File: config.mk
export PLATFORM = sky130hd
export DESIGN_NAME = regfile_scoreboard
export DESIGN_NICKNAME = d
export VERILOG_FILES = /design/src/rtl/regfile_scoreboard.sv
export SDC_FILE = /design/constraint.sdc
export NUM_CORES = 1
export LEC_CHECK = 0
export ABC_CLOCK_PERIOD_IN_PS = 10300
export BUFFER_PORTS_ARGS = -buffer_cell sky130_fd_sc_hd__buf_4
export CORE_MARGIN = 2
export CORE_UTILIZATION = 27
export CTS_BUF_LIST = sky130_fd_sc_hd__clkbuf_16
export DETAILED_ROUTE_END_ITERATION = 8
export SLEW_MARGIN = 0
export SYNTH_ARGS = -nofsm -noshare
export SYNTH_HDL_FRONTEND = slang
export SYNTH_SLANG_ARGS = --single-unit
File: constraint.sdc
create_clock -name clk -period 10.3 [get_ports clk]
set_input_delay 1.545 -clock clk [delete_from_list [all_inputs] [get_ports clk]]
set_output_delay 1.545 -clock clk [all_outputs]
set_load 0.02 [all_outputs]
File: src/rtl/regfile_scoreboard.sv
// regfile_scoreboard: per-register pending-write hazard tracker for the 8x16 pipeline register file.
// Define SCOREBOARD_STATS_EN to add the saturating stall_cycles counter output.
module regfile_scoreboard #(
    parameter int ADDR_WIDTH = 3,
    parameter int CNT_WIDTH  = 2
) (
    input  logic                            clk,
    input  logic                            rst,
    input  logic                            issue_valid,
    input  logic                            issue_writes,
    input  logic [ADDR_WIDTH-1:0]           issue_dest,
    input  logic                            src1_used,
    input  logic [ADDR_WIDTH-1:0]           src1_addr,
    input  logic                            src2_used,
    input  logic [ADDR_WIDTH-1:0]           src2_addr,
    input  logic                            wb_valid,
    input  logic [ADDR_WIDTH-1:0]           wb_addr,
    input  logic                            flush,
    output logic                            stall,
    output logic [2**ADDR_WIDTH-1:0]        busy_mask,
    output logic [ADDR_WIDTH+CNT_WIDTH-1:0] outstanding,
    output logic                            wb_underflow
`ifdef SCOREBOARD_STATS_EN
    ,
    output logic [15:0]                     stall_cycles
`endif
);
    localparam int NREGS = 2**ADDR_WIDTH;
    localparam int OW = ADDR_WIDTH + CNT_WIDTH;
    localparam logic [CNT_WIDTH-1:0] MAX_PEND = '1;
    logic [CNT_WIDTH-1:0] pend     [NREGS];
    logic [CNT_WIDTH-1:0] pend_nxt [NREGS];
    logic [CNT_WIDTH-1:0] eff      [NREGS];
    logic [NREGS-1:0] inc, dec, busy_nxt;
    logic [OW-1:0] sum_nxt;
    logic accept;
    // A same-cycle writeback lands before the negedge read, so it already clears the hazard.
    always_comb begin
        for (int r = 0; r < NREGS; r++) begin
            dec[r] = wb_valid && wb_addr == ADDR_WIDTH'(r) && pend[r] != '0;
            eff[r] = pend[r] - CNT_WIDTH'(dec[r]);
        end
    end
    assign stall = !rst && issue_valid && !flush &&
                   ((src1_used && eff[src1_addr] != '0) ||
                    (src2_used && eff[src2_addr] != '0) ||
                    (issue_writes && eff[issue_dest] == MAX_PEND));
    assign accept = issue_valid && !stall && !flush;
    always_comb begin
        sum_nxt = '0;
        for (int r = 0; r < NREGS; r++) begin
            inc[r] = accept && issue_writes && issue_dest == ADDR_WIDTH'(r);
            pend_nxt[r] = flush ? '0 : pend[r] + CNT_WIDTH'(inc[r]) - CNT_WIDTH'(dec[r]);
            busy_nxt[r] = pend_nxt[r] != '0;
            sum_nxt = sum_nxt + OW'(pend_nxt[r]);
        end
    end
    always_ff @(posedge clk or posedge rst) begin
        if (rst) begin
            pend         <= '{default: '0};
            busy_mask    <= '0;
            outstanding  <= '0;
            wb_underflow <= 1'b0;
        end else begin
            pend        <= pend_nxt;
            busy_mask   <= busy_nxt;
            outstanding <= sum_nxt;
            if (!flush && wb_valid && pend[wb_addr] == '0)
                wb_underflow <= 1'b1;
        end
    end
`ifdef SCOREBOARD_STATS_EN
    always_ff @(posedge clk or posedge rst) begin
        if (rst)
            stall_cycles <= '0;
        else if (stall && stall_cycles != 16'hFFFF)
            stall_cycles <= stall_cycles + 16'd1;
    end
`endif
endmodule

==> metrics <==
switching power total=73.1 uW; Layout Nets=334; Final setup violation count=0; Hold Crit Class=reg2reg; maximum VDD drop=0.0617 mV; synth warn=0; Comb pwr share=0.106; Syn Inst Count=258; via count=2032; initial DRC count=112; Die X=98.0 um; first-pass GRT wire length=10300 um; RePlAce Congestion=0.855; Worst setup EP type=flip-flop; clk root buf=clkbuf_16; pre-CTS setup slack=2.53 ns; post-detailed-route wirelength per cell=15.9 um; # IOs=35; Worst Hold Depth=1; drt drc=0; Port Buffer Count=34; DP Area=2730 sq um; count of different cell masters after synthesis=40; final hold violation count=0; initial antenna violation count=0; dominant cells by area after synthesis=dfrtp_1, fa_1, ha_1; CTS clk-pin slew, worst paths=0.05 ns; FF+latch area=751 sq um; delay-heaviest family, CP=adder cells; HP Start=wb_underflow; Power Internal=245 uW; Setup CP Type=in2reg; post-synthesis net count=302; final instance area=2890 sq um; fin crit share=0.725; Worst R2R Setup Slack=4.09 ns; dominant cell type by area after synthesis=dfrtp_1; # rows=34; Die Area=9610 sq um; EDFF count, synth=0; outcome=finished, final reports clean; max-slew violations=0; final setup margin=2.83 ns; Hold Path Sink=wb_underflow; most common cell in the netlist=dfrtp_1; final WL=6340 um; drt pass-1 iters=4; unrepaired setup endpoints after global routing=false; CTS tree=done; post-synth top area share=0.314; Top FF cell, synth=dfrtp_1; core footprint=8640 sq um; min Tclk post-route=7.47 ns; reg2reg path depth=17; Inserted Clock Buffers=5; Worst Setup Start Kind=input port; TNS Setup=0 ns; Clock Power Share=0.515; number of routed nets with antenna violations=0; crit path DAT=7.63 ns; max incr delay on CP=0.67 ns; largest net degree at the start of global routing=32; H-tree Lvls=2; crit-path cells=buf_4 -> or4b_4 -> nand2_1 -> a2111oi_0 -> o41a_1 -> or4_1 -> xnor2_1 -> ha_1 -> xor2_1 -> a21oi_1 -> nor3b_1 -> fa_1 -> fa_1 -> fa_1 -> fa_1 -> ha_1 -> inv_1 -> fa_1 -> xnor2_1; Area Overhead vs Synth=21.1%; Post-synth top cells=dfrtp_1, inv_1, nor2_1; CTS sink count=30; sequential share of power=0.380; buffer levels on the longest clock path=2; pwr dens=110 nW/um^2; reg-to-reg startpoint=pend[0]; layout cells sized above 1=0.176; async set-reset flop share out of synthesis=1.00; Sw Ratio=0.230; Seq cells post-synth=30; Slowest cell on crit path=or4_1; DIE HEIGHT=98.0 um; worst slew pin tran=0.861 ns; Starting Density=0.276; CP dominant cell by count=fa_1; post-CTS sizing=0; number of fill cells in the layout=889; vias per cell=5.11; Fmax=134 MHz; Post-DP HPWL=5000 um; Final Skew=0.00233 ns; Multi-input gate area=1480 sq um; vias in the first global route=2049; Worst Path Max Fanout=10; Post-CTS Setup Inserts=0; Crit path buffers/inverters=2; clock latency on the worst-skew pair=0.27 ns; Leak=0.00135 uW; GR Overflow Total=0; Total GRT Usage=0.136; Power Total=318 uW; Mapped Area=2390 sq um; post-synthesis average cell area=9.25 sq um; Worst EP required=10.46 ns; Post-CTS Hold Buffers=0; Slew headroom=0.421; utilization after layout=0.335; FF-to-FF End=outstanding[3]; diode count=0; register area share after synthesis=0.314; Max-cap violations=0
-- how the worst max path moves through the flow --
| stage | cells past startpoint | slack, ns | to | startpoint |
|---|---|---|---|---|
| after floorplan | 21 | 3.15 | outstanding[3] | wb_addr[2] |
| after global routing | 19 | 2.44 | outstanding[3] | wb_addr[1] |
| after detailed placement | 19 | 2.53 | outstanding[3] | wb_addr[2] |
| after global placement | 19 | 2.59 | outstanding[2] | wb_addr[2] |
| final | 19 | 2.83 | outstanding[3] | wb_addr[2] |
| after CTS | 19 | 2.79 | outstanding[3] | wb_addr[2] |
-- metrics by stage --
stage               hold slack [ns]  std cells
floorplan                     0.592        258
global placement              0.466        391
detailed placement            0.485        391
CTS                           0.501        398
global route                  0.514        398
finish                        0.491        398
-- power by group through the flow --
| stage | Clock, uW | Sequential [uW] | Combinational [uW] |
|---|---|---|---|
| 2_1_floorplan | 0 | 124 | 17.9 |
| 3_3_place_gp | 0 | 123 | 33.3 |
| 3_5_place_dp | 0 | 123 | 33.6 |
| 4_1_cts | 167 | 121 | 33.7 |
| 5_1_grt | 174 | 121 | 37.1 |
| 6_report | 164 | 121 | 33.5 |
-- layout make-up --
cell class,instances,share of cell area
multi-input cells,189,0.510
flip-flops and latches,30,0.260
repair buffers,35,0.0909
well taps,108,0.0467
clock buffers,5,0.0433
inverters,29,0.0376
clock inverters,2,0.0117
-- worst register-to-register path: cells and delay by family, from the launching register on --
kind | cells | cell delay (ns)
adders and majority gates | 7 | 2.82
and+or+nand+nor | 2 | 1.15
AOI/OAI and AO/OA | 4 | 1.07
xor gates and xnor gates | 3 | 0.62
DFF | 1 | 0.41
buffers and inverters | 1 | 0.05
-- cell families after synthesis --
kind of cell	synth area share
and+or+nand+nor	0.192
muxes	0.0283
xor gates and xnor gates	0.0660
adders and majority gates	0.160
buffers and inverters	0.0676
DFF	0.314
AOI/OAI and AO/OA	0.171
-- placed cells by master (no fill, tap or decap), types with 2 or more instances in the layout --
cell,Yosys,layout
a21oi_1,16,16
or3_1,7,7
inv_1,29,29
nor3_1,5,5
clkbuf_16,0,5
fa_1,11,11
a2111oi_0,6,6
xor2_1,8,8
a31oi_1,7,7
o21ai_0,9,9
ha_1,13,13
nand4b_1,3,3
buf_4,1,35
o21bai_1,3,3
mux4_2,3,3
nor4_1,4,4
nor2_1,18,18
o2111ai_1,3,3
nor2b_1,5,5
o41a_1,2,2
nand3_1,12,12
xnor2_1,10,10
nand2b_1,4,4
a21o_1,3,3
dfrtp_1,30,30
a211oi_1,8,8
or2_2,6,6
nand2_1,11,11
nand4bb_1,3,3
-- registers in the layout, summed over array words and instances, names as in the netlist --
name          flops
pend             16
busy_mask         8
outstanding       5
wb_underflow      1
-- routing by layer --
metal | vias to the layer above | GRT usage | wire [um]
met1 | 978 | 0.187 | 2980
met4 | 0 | 0.0278 | 51
met3 | 6 | 0.0451 | 470
met2 | 62 | 0.210 | 2840
li1 | 986 | - | -
met5 | - | 0 | 0
Note: power is estimated with default switching activity, not from simulation.
